$ cat src/rtl/cordic_result_collector.sv
// In-order result collector for the CORDIC engine return path: reserves a slot per
// issued request, pairs returns with the oldest pending mode, and grants issue credits.
// Optional watchdog built when CORDIC_COLLECT_TIMEOUT_EN is defined (drives err_timeout).
module cordic_result_collector #(
    parameter int DEPTH   = 8,
    parameter int DATA_W  = 32,
    parameter int MODE_W  = 4,
    parameter int TIMEOUT = 64
) (
    input  logic                      clk,
    input  logic                      rst_n,
    input  logic                      req_valid,
    input  logic [MODE_W-1:0]         req_mode,
    output logic                      req_ready,
    input  logic                      eng_valid,
    input  logic [DATA_W-1:0]         eng_result,
    output logic                      out_valid,
    input  logic                      out_ready,
    output logic [MODE_W-1:0]         out_mode,
    output logic [DATA_W-1:0]         out_result,
    output logic [$clog2(DEPTH):0]    level,
    output logic                      err_orphan,
    output logic                      err_overrun,
    output logic                      err_timeout
);

    localparam int AW = $clog2(DEPTH);
    localparam int PW = AW + 1;

    logic [MODE_W-1:0] slot_mode   [DEPTH];
    logic [DATA_W-1:0] slot_result [DEPTH];
    logic [DEPTH-1:0]  slot_done;

    logic [PW-1:0] wr_ptr;
    logic [PW-1:0] fill_ptr;
    logic [PW-1:0] rd_ptr;
    logic [AW-1:0] wr_idx;
    logic [AW-1:0] fill_idx;
    logic [AW-1:0] rd_idx;

    logic accept;
    logic ret_hit;
    logic pop;

    assign wr_idx   = wr_ptr[AW-1:0];
    assign fill_idx = fill_ptr[AW-1:0];
    assign rd_idx   = rd_ptr[AW-1:0];

    // Credits come only from registered pointers, so a same-cycle pop never frees a slot early.
    assign level     = wr_ptr - rd_ptr;
    assign req_ready = (level < PW'(DEPTH));
    assign accept    = req_valid && req_ready;
    assign ret_hit   = eng_valid && (fill_ptr != wr_ptr);
    assign out_valid = (rd_ptr != fill_ptr) && slot_done[rd_idx];
    assign pop       = out_valid && out_ready;

    // Slot contents are not reset; gating keeps stale data off the outputs after reset.
    assign out_mode   = out_valid ? slot_mode[rd_idx]   : '0;
    assign out_result = out_valid ? slot_result[rd_idx] : '0;

    always_ff @(posedge clk) begin
        if (accept) begin
            slot_mode[wr_idx] <= req_mode;
            slot_done[wr_idx] <= 1'b0;
        end
        if (ret_hit) begin
            slot_result[fill_idx] <= eng_result;
            slot_done[fill_idx]   <= 1'b1;
        end
    end

    always_ff @(posedge clk or negedge rst_n) begin
        if (!rst_n) begin
            wr_ptr      <= '0;
            fill_ptr    <= '0;
            rd_ptr      <= '0;
            err_orphan  <= 1'b0;
            err_overrun <= 1'b0;
        end else begin
            if (accept) begin
                wr_ptr <= wr_ptr + 1'b1;
            end
            if (ret_hit) begin
                fill_ptr <= fill_ptr + 1'b1;
            end
            if (pop) begin
                rd_ptr <= rd_ptr + 1'b1;
            end
            if (eng_valid && !ret_hit) begin
                err_orphan <= 1'b1;
            end
            if (req_valid && !req_ready) begin
                err_overrun <= 1'b1;
            end
        end
    end

`ifdef CORDIC_COLLECT_TIMEOUT_EN
    localparam int WD_W = $clog2(TIMEOUT + 1);

    logic [WD_W-1:0] wd_cnt;
    logic            wd_run;
    logic            err_timeout_q;

    // Runs only while the oldest reserved slot is still waiting on the engine.
    assign wd_run      = (fill_ptr != wr_ptr) && !eng_valid;
    assign err_timeout = err_timeout_q;

    always_ff @(posedge clk or negedge rst_n) begin
        if (!rst_n) begin
            wd_cnt        <= '0;
            err_timeout_q <= 1'b0;
        end else begin
            if (!wd_run) begin
                wd_cnt <= '0;
            end else if (wd_cnt != WD_W'(TIMEOUT)) begin
                wd_cnt <= wd_cnt + 1'b1;
            end
            if (wd_run && (wd_cnt == WD_W'(TIMEOUT - 1))) begin
                err_timeout_q <= 1'b1;
            end
        end
    end
`else
    // No watchdog in this build; TIMEOUT is a legal positive value, so this is constant low.
    assign err_timeout = (TIMEOUT < 0);
`endif

endmodule

$ cat config.mk
export PLATFORM = sky130hd
export DESIGN_NAME = cordic_result_collector
export DESIGN_NICKNAME = d
export VERILOG_FILES = /design/src/rtl/cordic_result_collector.sv
export SDC_FILE = /design/constraint.sdc
export NUM_CORES = 1
export LEC_CHECK = 0
export CORE_MARGIN = 2
export CORE_UTILIZATION = 39
export CTS_CLUSTER_SIZE = 30
export DETAILED_ROUTE_END_ITERATION = 8
export GPL_TIMING_DRIVEN = 1
export SLEW_MARGIN = 25
export SYNTH_ARGS = -nofsm -noshare
export SYNTH_HDL_FRONTEND = slang
export SYNTH_SLANG_ARGS = --single-unit
$ cat constraint.sdc
create_clock -name clk -period 7.86 [get_ports clk]
set_clock_uncertainty 0.15 [all_clocks]
set_input_delay 1.965 -clock clk [delete_from_list [all_inputs] [get_ports clk]]
set_output_delay 1.965 -clock clk [all_outputs]
set_load 0.1 [all_outputs]
==> results.yml <==
worst_setup_path:
  r2r_start: "rd_ptr[0]"
  reg2reg_slack_ns: 4.54
  worstReg2RegEnd: "slot_mode[7][0]"
  path_max_fanout: 43
  end_kind: "output port"
  cp.required_ns: 5.75
  cp.arrival_ns: 4.23
  path_class: "flop to output port"
  crit_path_start_kind: "flop"
  rr_worst_depth: 5
timing:
  worst_pin_slew_ns: 0.985
  setup_viol: 0
  fin_crit_ns: 6.35
  setup_tns_ns: 0
  fmax_ghz: 0.157
  relSlewSlack: 0.341
  period_share: 0.808
  rsz0062_at_grt: "false"
  final_max_slew_viol_count: 0
  final-hold-violation-count: 0
yosys:
  syn-num-nets: 702
  syn_inst: 654
  synth_area_um2: 12300
  synth_edf_count: 288
  synth_common_cells: "edfxtp_1 (288), nand2_1 (84), mux4_2 (72)"
  synth-async-reset-ratio: 0.0452
  synth_warnings: 0
  ys_ff_latch: 310
  synth_top_area_cell: "edfxtp_1"
  yosysMostFrequentCell: "edfxtp_1"
  avgSynthCellArea_um2: 18.7
  synth-seq-area-share: 0.747
  ys_types: 46
  ys.flop_type: "edfxtp_1"
  synth_area_leaders: "edfxtp_1 (71%), mux4_2 (13%), dfrtp_1 (2.9%), nand2_1 (2.6%), a21oi_1 (1.6%)"
  synth_top_area_frac: 0.706
global_routing:
  grt_util_all_layers: 0.157
  grt_pass1_vias: 6736
  grt_max_degree: 76
  grt_pass1_wl_mm: 39.3
  globalRouteOverflowTotal: 0
  antenna_found_initial: 2
worst_hold_path:
  min_path_type: "flop to flop"
  worstHoldStart: "err_overrun"
  min_path_cells: 1
  min_to: "err_overrun"
clocking:
  cts_tree: "yes"
  clk_pin_slew_ns: 0.06
  cts_max_path_buffers: 3
  cts_resized: 0
  cts_made_buffers: 31
  clockRootBuffer: "clkbuf_16"
  post_cts.repair.setup_buffers: 0
  insertion_delay_ns: 0.54
  clock_sinks: 310
  htree_levels: 1
  cts_hold_buf: 0
placement:
  dpl.hpwl_mm: 14.3
  place.gp.congestion: 0.844
  numPortBuffers: 84
drt:
  totalWireLength_mm: 25.5
  drt_iter0_markers: 748
  ant_nets: 0
  post_drt_wl_per_cell_um: 21.8
  num_vias: 6217
  first_pass_iters: 5
  drc: 0
  vias_per_cell: 5.30
cells_and_area:
  drive_gt1_frac: 0.207
  syn2layout_area_growth_pct: 19.5
  nets: 799
die:
  initial_core_util: 0.398
  die_h_um: 181
  core_um2: 30700
  fp-row-count: 64
  io_pins: 86
  die_x_um: 181
  die-area_um2: 32900
status:
  outcome: "finished, final reports clean"
job:
  maxCapViolations: 0
[worst max-delay path by stage]
stage               cells after the start  slack [ns]       from        endpoint
finish                                  5        1.51  rd_ptr[0]  out_result[29]
CTS                                     5        1.40  rd_ptr[0]   out_result[1]
detailed placement                      5        1.98  rd_ptr[0]   out_result[1]
global placement                        5        2.01  rd_ptr[0]   out_result[1]
global route                            5        1.24  rd_ptr[0]  out_result[29]
floorplan                               7        2.66  rd_ptr[0]  out_result[22]
[cell families (layout without fill, tap and decap cells)]
family	after synthesis	count (layout)	share of synthesized area
compound gates	55	55	0.0259
xor+xnor	20	20	0.0143
fa+ha+maj	7	7	0.00776
buf+inv	50	172	0.0174
flops	310	310	0.747
mux	77	77	0.137
other cells	1	2	0.000306
simple gates	134	134	0.0496
[cell type report]
type                            instances  area [µm²]
Antenna cell                            1        2.50
Clock buffer                           39         826
Clock inverter                         19         200
Fill cell                            2570       16100
Inverter                               15        56.3
Multi-Input combinational cell        294        2930
Sequential cell                       310        9170
Tap cell                              396         495
Timing Repair Buffer                   99         957
[flip-flops by register name, indices dropped and copies added, names as in the netlist]
register     flops
slot_result    256
slot_mode       32
slot_done        8
fill_ptr         4
rd_ptr           4
wr_ptr           4
err_orphan       1
err_overrun      1
[stage by stage]
stage	worst slack, ns	hold slack, ns	cell area (µm²)	utilization	cells
floorplan	2.66	0.275	12300	-	654
global placement	2.01	0.295	13600	0.442	1114
global route	1.24	0.332	14600	0.476	1172
finish	1.51	0.302	14600	0.476	1173
detailed placement	1.98	0.294	13600	0.442	1114
CTS	1.40	0.306	14600	0.476	1172
[placed cells by master (no fill, tap or decap), drive strengths merged, types with 5 or more instances in the layout]
| cell type | count |
|---|---|
| a21oi | 38 |
| buf | 15 |
| clkbuf | 39 |
| clkdlybuf4s50 | 84 |
| clkinv | 11 |
| dfrtp | 14 |
| dfxtp | 8 |
| edfxtp | 288 |
| ha | 6 |
| inv | 17 |
| mux2 | 5 |
| mux4 | 72 |
| nand2 | 84 |
| nand3 | 8 |
| nor2 | 11 |
| nor3 | 7 |
| xnor2 | 7 |
| xor2 | 13 |
[routing by layer]
| layer | track usage | wire length [µm] | part of all wire |
|---|---|---|---|
| met5 | 0 | 16 | 0.00063 |
| met4 | 0.0380 | 444 | 0.017 |
| met3 | 0.0268 | 1340 | 0.052 |
| met2 | 0.277 | 13000 | 0.51 |
| met1 | 0.204 | 10700 | 0.42 |
[critical path: stages (launching register included)]
cell	delay [ns]
dfrtp_4	0.97
buf_4	0.78
mux4_2	0.36
nand2_1	0.06
a21oi_1	0.31
clkdlybuf4s50_1	1.20
Power is not shown: default switching activity piles up to over one toggle a cycle in this logic, so the estimate is an artifact.
